**src/rtl/alien_kill_ctrl.sv**
```systemverilog
// Per-frame alien kill controller: arms the hit-checker on each active-laser frame,
// answers its alive queries, and applies kills to the formation, score and kill count.
module alien_kill_ctrl #(
  parameter int NUM_ALIENS       = 20,
  parameter int POINTS_PER_ALIEN = 10,
  parameter int SCORE_WIDTH      = 12,
  parameter int CHECK_TIMEOUT    = 32
) (
  input  logic                   clock,
  input  logic                   reset,
  input  logic                   frame_tick,
  input  logic                   laser_active,
  input  logic                   new_wave,
  input  logic [4:0]             which_alien_out,
  input  logic                   check_done,
  input  logic                   check_killed,
  output logic                   alien_check_reset,
  output logic                   alien_alive,
  output logic [NUM_ALIENS-1:0]  alive_mask,
  output logic [SCORE_WIDTH-1:0] score,
  output logic [4:0]             kill_count,
  output logic                   all_dead,
  output logic                   laser_hit,
  output logic                   busy,
  output logic                   frame_overrun,
  output logic                   check_timeout
);

  localparam int TIMER_W = $clog2(CHECK_TIMEOUT) + 1;

  typedef enum logic [1:0] {
    S_IDLE = 2'd0,
    S_ARM  = 2'd1,
    S_RUN  = 2'd2,
    S_KILL = 2'd3
  } state_t;

  state_t                 state_r;
  state_t                 next_state_s;
  logic [TIMER_W-1:0]     timer_r;
  logic [NUM_ALIENS-1:0]  alive_mask_r;
  logic [SCORE_WIDTH-1:0] score_r;
  logic [4:0]             kill_count_r;
  logic                   wave_pending_r;
  logic                   frame_overrun_r;
  logic                   check_timeout_r;
  logic                   check_reset_r;

  logic [31:0]            alive_pad_s;
  logic                   idx_alive_s;
  logic                   all_dead_s;
  logic                   busy_s;
  logic                   restore_s;
  logic                   kill_s;
  logic                   timeout_s;
  logic                   hold_checker_s;
  logic                   laser_hit_s;
  logic [NUM_ALIENS-1:0]  kill_mask_s;
  logic [SCORE_WIDTH:0]   score_sum_s;
  logic [SCORE_WIDTH-1:0] score_next_s;

  // Zero-padding to the full 5-bit index range makes out-of-range indices read as dead.
  assign alive_pad_s = {{(32-NUM_ALIENS){1'b0}}, alive_mask_r};
  assign idx_alive_s = alive_pad_s[which_alien_out];
  assign all_dead_s  = (alive_mask_r == {NUM_ALIENS{1'b0}});
  assign busy_s      = (state_r != S_IDLE);

  assign alien_check_reset = check_reset_r;
  assign alien_alive       = idx_alive_s;
  assign alive_mask        = alive_mask_r;
  assign score             = score_r;
  assign kill_count        = kill_count_r;
  assign all_dead          = all_dead_s;
  assign laser_hit         = laser_hit_s;
  assign busy              = busy_s;
  assign frame_overrun     = frame_overrun_r;
  assign check_timeout     = check_timeout_r;

  // One-hot clear mask and saturating score increment for the kill update
  always_comb begin
    kill_mask_s = {NUM_ALIENS{1'b0}};
    for (int i = 0; i < NUM_ALIENS; i++) begin
      kill_mask_s[i] = (which_alien_out == 5'(i));
    end
    score_sum_s = {1'b0, score_r} + (SCORE_WIDTH+1)'(POINTS_PER_ALIEN);
    if (score_sum_s[SCORE_WIDTH]) begin
      score_next_s = {SCORE_WIDTH{1'b1}};
    end else begin
      score_next_s = score_sum_s[SCORE_WIDTH-1:0];
    end
  end

  // Next-state and per-state control strobes
  always_comb begin
    next_state_s   = state_r;
    restore_s      = 1'b0;
    kill_s         = 1'b0;
    timeout_s      = 1'b0;
    laser_hit_s    = 1'b0;
    hold_checker_s = 1'b0;
    case (state_r)
      S_IDLE: begin
        // A wave restore owns the cycle; a coincident frame_tick is dropped.
        if (new_wave || wave_pending_r) begin
          restore_s    = 1'b1;
          next_state_s = S_IDLE;
        end else if (frame_tick && laser_active && !all_dead_s) begin
          next_state_s = S_ARM;
        end else begin
          next_state_s = S_IDLE;
        end
      end
      S_ARM: begin
        next_state_s = S_RUN;
      end
      S_RUN: begin
        if (check_done && check_killed) begin
          next_state_s = S_KILL;
        end else if (check_done) begin
          next_state_s = S_IDLE;
        end else if (timer_r == TIMER_W'(CHECK_TIMEOUT-1)) begin
          timeout_s    = 1'b1;
          next_state_s = S_IDLE;
        end else begin
          next_state_s = S_RUN;
        end
      end
      S_KILL: begin
        if (idx_alive_s) begin
          kill_s      = 1'b1;
          laser_hit_s = 1'b1;
        end else begin
          kill_s      = 1'b0;
          laser_hit_s = 1'b0;
        end
        next_state_s = S_IDLE;
      end
      default: begin
        next_state_s = S_IDLE;
      end
    endcase
    if ((next_state_s == S_IDLE) || (next_state_s == S_ARM)) begin
      hold_checker_s = 1'b1;
    end else begin
      hold_checker_s = 1'b0;
    end
  end

  // State register and registered checker hold
  always_ff @(posedge clock or posedge reset) begin
    if (reset) begin
      state_r       <= S_IDLE;
      check_reset_r <= 1'b1;
    end else begin
      state_r       <= next_state_s;
      check_reset_r <= hold_checker_s;
    end
  end

  // Formation, score, timer and sticky status registers
  always_ff @(posedge clock or posedge reset) begin
    if (reset) begin
      alive_mask_r    <= {NUM_ALIENS{1'b1}};
      score_r         <= {SCORE_WIDTH{1'b0}};
      kill_count_r    <= 5'd0;
      wave_pending_r  <= 1'b0;
      frame_overrun_r <= 1'b0;
      check_timeout_r <= 1'b0;
      timer_r         <= {TIMER_W{1'b0}};
    end else begin
      if (busy_s && frame_tick) begin
        frame_overrun_r <= 1'b1;
      end
      if (timeout_s) begin
        check_timeout_r <= 1'b1;
      end
      if (restore_s) begin
        wave_pending_r <= 1'b0;
      end else if (busy_s && new_wave) begin
        wave_pending_r <= 1'b1;
      end
      if (restore_s) begin
        alive_mask_r <= {NUM_ALIENS{1'b1}};
        kill_count_r <= 5'd0;
      end else if (kill_s) begin
        alive_mask_r <= alive_mask_r & ~kill_mask_s;
        kill_count_r <= kill_count_r + 5'd1;
        score_r      <= score_next_s;
      end
      if (state_r == S_ARM) begin
        timer_r <= {TIMER_W{1'b0}};
      end else if (state_r == S_RUN) begin
        timer_r <= timer_r + TIMER_W'(1);
      end
    end
  end

endmodule

```
**config.mk**
```make
export PLATFORM = sky130hd
export DESIGN_NAME = alien_kill_ctrl
export DESIGN_NICKNAME = d
export VERILOG_FILES = /design/src/rtl/alien_kill_ctrl.sv
export SDC_FILE = /design/constraint.sdc
export NUM_CORES = 1
export LEC_CHECK = 0
export BUFFER_PORTS_ARGS = -buffer_cell sky130_fd_sc_hd__buf_2
export CAP_MARGIN = 10
export CORE_MARGIN = 5
export CORE_UTILIZATION = 45
export DETAILED_ROUTE_END_ITERATION = 7
export GPL_TIMING_DRIVEN = 0
export PLACE_DENSITY = 0.68
export SYNTH_ARGS = -nofsm -noshare
export SYNTH_HDL_FRONTEND = slang
export SYNTH_SLANG_ARGS = --single-unit
```
**constraint.sdc**
```tcl
create_clock -name clock -period 7.2 [get_ports clock]
set_clock_uncertainty 0.2 [all_clocks]
set_input_delay 0.36 -clock clock [delete_from_list [all_inputs] [get_ports clock]]
set_output_delay 0.36 -clock clock [all_outputs]
set_load 0.05 [all_outputs]
```
* Word level (Yosys, flattened, before mapping)
Cells that the tools add are included.
** Storage, ports and cells
- Register bits :: 49
- Bits of input ports :: 12
- Output and inout bits :: 44
- Logic and storage cells :: 83
** Operators by class
- $add $sub $neg :: 3
- Magnitude comparators :: 1
- Eq/ne operators :: 24
- Muxes and demuxes :: 26
- Bitwise logic cells :: 3
- Reductions and logical operators :: 17
** Operator list (number)
- equality test 5 x 4 -> 1 bit (second input constant) :: 8
- 2-to-1 mux 20 bit :: 2
- AND 20 bit :: 1
- equality test 5 x 3 -> 1 bit (second input constant) :: 4
- equality test 5 bit (second input constant) :: 4
- zero test 20 bit :: 1
- inverter 20 bit :: 1
- 2-to-1 mux 1 bit :: 14
- adder 12 x 4 -> 13 bit (second input constant) :: 1
- 2-to-1 mux 12 bit :: 1
- 2-to-1 mux 6 bit :: 2
- equality test 5 x 2 -> 1 bit (second input constant) :: 2
- 2-to-1 mux 5 bit :: 2
- one-hot mux 2 bit (4 select lines) :: 1
- nonzero test 2 bit :: 4
- adder 6 x 1 -> 6 bit (second input constant) :: 1
- equality test 6 x 5 -> 1 bit (second input constant) :: 1
- less-than comparator 5 x 6 -> 1 bit (second input constant) :: 1
- 2-to-1 mux 2 bit :: 3
- adder 5 x 1 -> 5 bit (second input constant) :: 1
- binary-select mux 1 bit (select 5 bit) :: 1
- equality test 5 x 1 -> 1 bit (second input constant) :: 1
- logical AND 1 bit :: 5
- zero test 5 bit :: 1
- 7 further kinds :: 11

* Depth between registers and ports, before layout
- Word-level depth :: 9
- Gate-level depth with buffers :: 8
- Gate-level depth less buffers :: 7

* Worst setup path before layout
OpenSTA, ideal clock, no wires.
- Path type :: input -> output
- From :: in which_alien_out[1]
- To :: out laser_hit
- Arrival :: 2055 ps
- Required time :: 6640 ps
- Setup slack :: 4585 ps
- Stages :: 7
- Path buffers :: 1
- Path through :: buf_2 -> mux4_2 -> a22o_1 -> o31ai_4 -> inv_4 -> nand2_4 -> inv_4
** On the way
- Word-level cells in the longest chain between the ends :: 4
** Ends and longest elaborated chain
- start: declaration :: RTL line 14 : input logic [4:0] which_alien_out,
- binary-select mux 1 bit (select 5 bit) :: RTL line 64 : assign idx_alive_s = alive_pad_s[which_alien_out];
- 2-to-1 mux 1 bit (implied by the code) :: RTL line 64
- net alien_alive :: RTL line 18 : output logic alien_alive,
- 2-to-1 mux 1 bit :: RTL line 129 : if (idx_alive_s) begin
- 2-to-1 mux 1 bit :: RTL line 101 : case (state_r)
- end: declaration :: RTL line 23 : output logic laser_hit,
The timed path passes the listed nets, and every way through them passes these cells. The select of a mux whose other input is x is not followed.

* Worst setup path after layout
- From :: reg alive_mask_r[15], in the netlist alive_mask[15]
- To :: out laser_hit
** On the way
- Word-level cells in the longest chain between the ends :: 4
** Ends and longest elaborated chain
- start: declaration :: RTL line 41 : logic [NUM_ALIENS-1:0] alive_mask_r;
- start signal: assignment :: RTL line 163 : alive_mask_r <= {NUM_ALIENS{1'b1}};
- start signal: assignment :: RTL line 183 : alive_mask_r <= {NUM_ALIENS{1'b1}};
- start signal: assignment :: RTL line 186 : alive_mask_r <= alive_mask_r & ~kill_mask_s;
- binary-select mux 1 bit (select 5 bit) :: RTL line 64
- 2-to-1 mux 1 bit (implied by the code) :: RTL line 64
- 2-to-1 mux 1 bit :: RTL line 129
- 2-to-1 mux 1 bit :: RTL line 101
Every way passes these cells. The select of a mux whose other input is x is not followed.

==> results.sh <==
export IMPL_status="finished clean"
export IMPL_synth_top_area_share_pct=26.4
export IMPL_synth_seq_cells=49
export IMPL_vias=2258
export IMPL_root_buffer="clkbuf_8"
export IMPL_synth_top_cell_by_area="dfrtp_1"
export IMPL_yosys_warnings=0
export IMPL_ant_nets=0
export IMPL_critical_path_endpoint_type="primary output"
export IMPL_die_area_um2=7530
export IMPL_vias_per_cell=5.75
export IMPL_async_flop_share_pct=100
export IMPL_synth_most_common_cell="dfrtp_1"
export IMPL_cts_tree="yes"
export IMPL_syn_nets=276
export IMPL_grt_pass1_wl_mm=10.9
export IMPL_clk_pin_slew_ns=0.09
export IMPL_critPathMaxFanout=10
export IMPL_hold_path_depth=2
export IMPL_p_sw_uw=174
export IMPL_slowest_delay_ns=0.48
export IMPL_fmax_mhz=326
export IMPL_start_kind="register"
export IMPL_syn2layout_area_growth_pct=18.7
export IMPL_maxCapViolCount=0
export IMPL_synth_ff_type="dfrtp_1"
export IMPL_wl_per_cell_um=16.9
export IMPL_fillCellCount=561
export IMPL_clkPwrFrac_pct=32.0
export IMPL_port_buffers=52
export IMPL_synth_edf_count=0
export IMPL_io_pins=56
export IMPL_netlist_instances=256
export IMPL_drt_initial_drc_count=80
export IMPL_cts_buffers=5
export IMPL_cts_htree_levels=2
export IMPL_die_w_um=86.8
export IMPL_coreArea_um2=5820
export IMPL_min_period_ns=3.07
export IMPL_slew_headroom_pct=43.3
export IMPL_final_cells=393
export IMPL_hold_viol=0
export IMPL_placedCellCount=384
export IMPL_setup_tns_ns=0
export IMPL_worst_pin_slew_ns=0.845
export IMPL_synthTopCellsByArea="dfrtp_1 26%, dfstp_2 21%, mux2_2 3.8%, ha_1 3.8%, mux4_2 3.4%"
export IMPL_fin_nets=337
export IMPL_pre_cts_ws_ns=4.22
export IMPL_hold_class="primary input to register"
export IMPL_cts_hold_fix_buffers=1
export IMPL_crit_top_cell="inv_4"
export IMPL_cp_data_required_time_ns=6.64
export IMPL_intPower_uw=425
export IMPL_layout_drive_gt1_share_pct=33.6
export IMPL_seqCellArea_um2=1250
export IMPL_grt_usage_pct=18.5
export IMPL_overflow=0
export IMPL_peakVddDrop_mv=0.111
export IMPL_finalSetupViolCount=0
export IMPL_antenna_found_initial=0
export IMPL_place_congestion=0.862
export IMPL_pwr_share_comb_pct=16.8
export IMPL_worst_path_max_delay_cell="o31ai_4"
export IMPL_grt_max_degree=44
export IMPL_rsz0062_at_grt="false"
export IMPL_syn_area_um2=2650
export IMPL_antennaDiodeCount=0
export IMPL_place_area_um2=3030
export IMPL_post_cts_buffers=0
export IMPL_worst_slack_ns=4.13
export IMPL_drt_pass1_iter_count=5
export IMPL_arrival_ns=2.51
export IMPL_clock_path_buffers=2
export IMPL_insertion_delay_ns=0.30
export IMPL_multi_input_area_um2=1300
export IMPL_design_area_um2=3150
export IMPL_dieHeight_um=86.8
export IMPL_seq_area_frac_synth_pct=47.2
export IMPL_synth_area_per_cell_um2=10.4
export IMPL_power_density_nw_per_um2=190
export IMPL_drcViolationCount=0
export IMPL_finalPower_uw=598
export IMPL_pwr_share_seq_pct=51.2
export IMPL_initial_utilization_pct=45.6
export IMPL_dp_hpwl_mm=4.94
export IMPL_switching_share_pct=29.0
export IMPL_power_leakage_uw=0.00132
export IMPL_post_cts_resized=0
export IMPL_r2r_cells=6
export IMPL_path_cells="mux4_2 > a22o_1 > o31ai_4 > inv_4 > nand2_4 > inv_4 > buf_2"
export IMPL_std_cell_rows=28
export IMPL_path_class="register to primary output"
export IMPL_grt_pass1_vias=2227
export IMPL_synth_commonest_cells="28 x dfrtp_1, 24 x nor2_1, 21 x dfstp_2, 19 x nand2_1"
export IMPL_routed_wl_mm=6.63
export IMPL_clock_sinks=49
export IMPL_min_period_over_period_pct=42.6
export IMPL_synth_cell_types=54
export IMPL_drv_slew=0
logic make-up after synthesis:
group	count (synthesis)	synth area share (%)
mux	16	8.35
compound gates	56	15.4
flops	49	47.2
simple gates	102	20.8
xor+xnor	2	0.660
fa+ha+maj	8	3.77
buf+inv	23	3.77
cell type report:
class	instances	area share [%]
sequential	49	39.8
multi-input combinational	184	41.3
buffer	10	1.47
tap	75	2.98
inverter	13	1.71
timing repair buffer	54	9.22
clock buffer	8	3.54
critical path: cells and delay by family (launching register included):
kind | cells | cell delay [ns]
AO/OA/AOI/OAI | 2 | 0.76
multiplexers | 1 | 0.47
flip-flops | 1 | 0.39
AND/OR/NAND/NOR | 1 | 0.13
buffers and inverters | 3 | 0.45
layout by cell type, fill, tap and decap left out, types with 3 or more instances in the layout:
cell type,synthesis,final
inv_1,11,10
a21o_1,3,3
nand2b_1,4,4
mux4_2,4,4
clkbuf_1,6,7
nand3_1,9,9
nand2_1,19,19
a31oi_1,7,7
or4_1,3,3
a41oi_1,5,5
nand4_1,7,7
nor2_1,24,24
o22a_1,5,5
o21ai_0,8,8
clkbuf_8,0,6
mux2_2,9,9
mux2i_1,3,3
nor3_1,3,3
ha_1,8,8
o32a_1,5,5
a21oi_1,11,11
dfrtp_1,28,28
nor4_1,10,10
buf_2,1,53
dfstp_2,21,21
nor2b_1,5,5
routing by layer:
layer  part of all wire [%]  vias up  GRT usage (%)
met3                    5.0        4           3.42
met4                   0.77        0           4.53
li1                       -     1080              -
met1                     45     1120           24.8
met2                     49       54           31.1
met5                      0        -              0
per-stage QoR:
step	hold WS, ns	util, %
after floorplan	0.222	-
after global placement	0.231	51.7
after detailed placement	0.0669	52.0
after CTS	0.0598	54.1
after global routing	0.0758	54.1
final	0.0660	54.1
registers in the layout, summed over array words and instances, names as in the netlist:
| signal | cells |
|---|---|
| alive_mask | 20 |
| alien_check_reset | 1 |
| frame_overrun | 1 |
| timer_r | 6 |
| state_r | 2 |
| score | 12 |
| kill_count | 5 |
| wave_pending_r | 1 |
| check_timeout | 1 |
final timing paths:
path / startpoint / endpoint / slack (ns)
max: alive_mask[15]$_DFFE_PP1P_ / laser_hit / 4.13
min: check_done / check_timeout$_DFFE_PP0P_ / 0.07
max reg2reg: alive_mask[15]$_DFFE_PP1P_ / score[1]$_DFFE_PP0P_ / 4.62
min reg2reg: frame_overrun$_DFFE_PP0P_ / frame_overrun$_DFFE_PP0P_ / 0.25
max in group asynchronous: reset / alive_mask[15]$_DFFE_PP1P_ / 5.99
min in group asynchronous: reset / score[0]$_DFFE_PP0P_ / 0.29
power groups by stage:
stage / sequential [uW] / clock (uW) / combinational (uW)
after floorplan: 316 / 0 / 66.6
after global placement: 310 / 0 / 97.3
after detailed placement: 310 / 0 / 101
after CTS: 306 / 197 / 102
after global routing: 309 / 212 / 113
final: 307 / 191 / 100
Power figures use the tool's default switching activity.
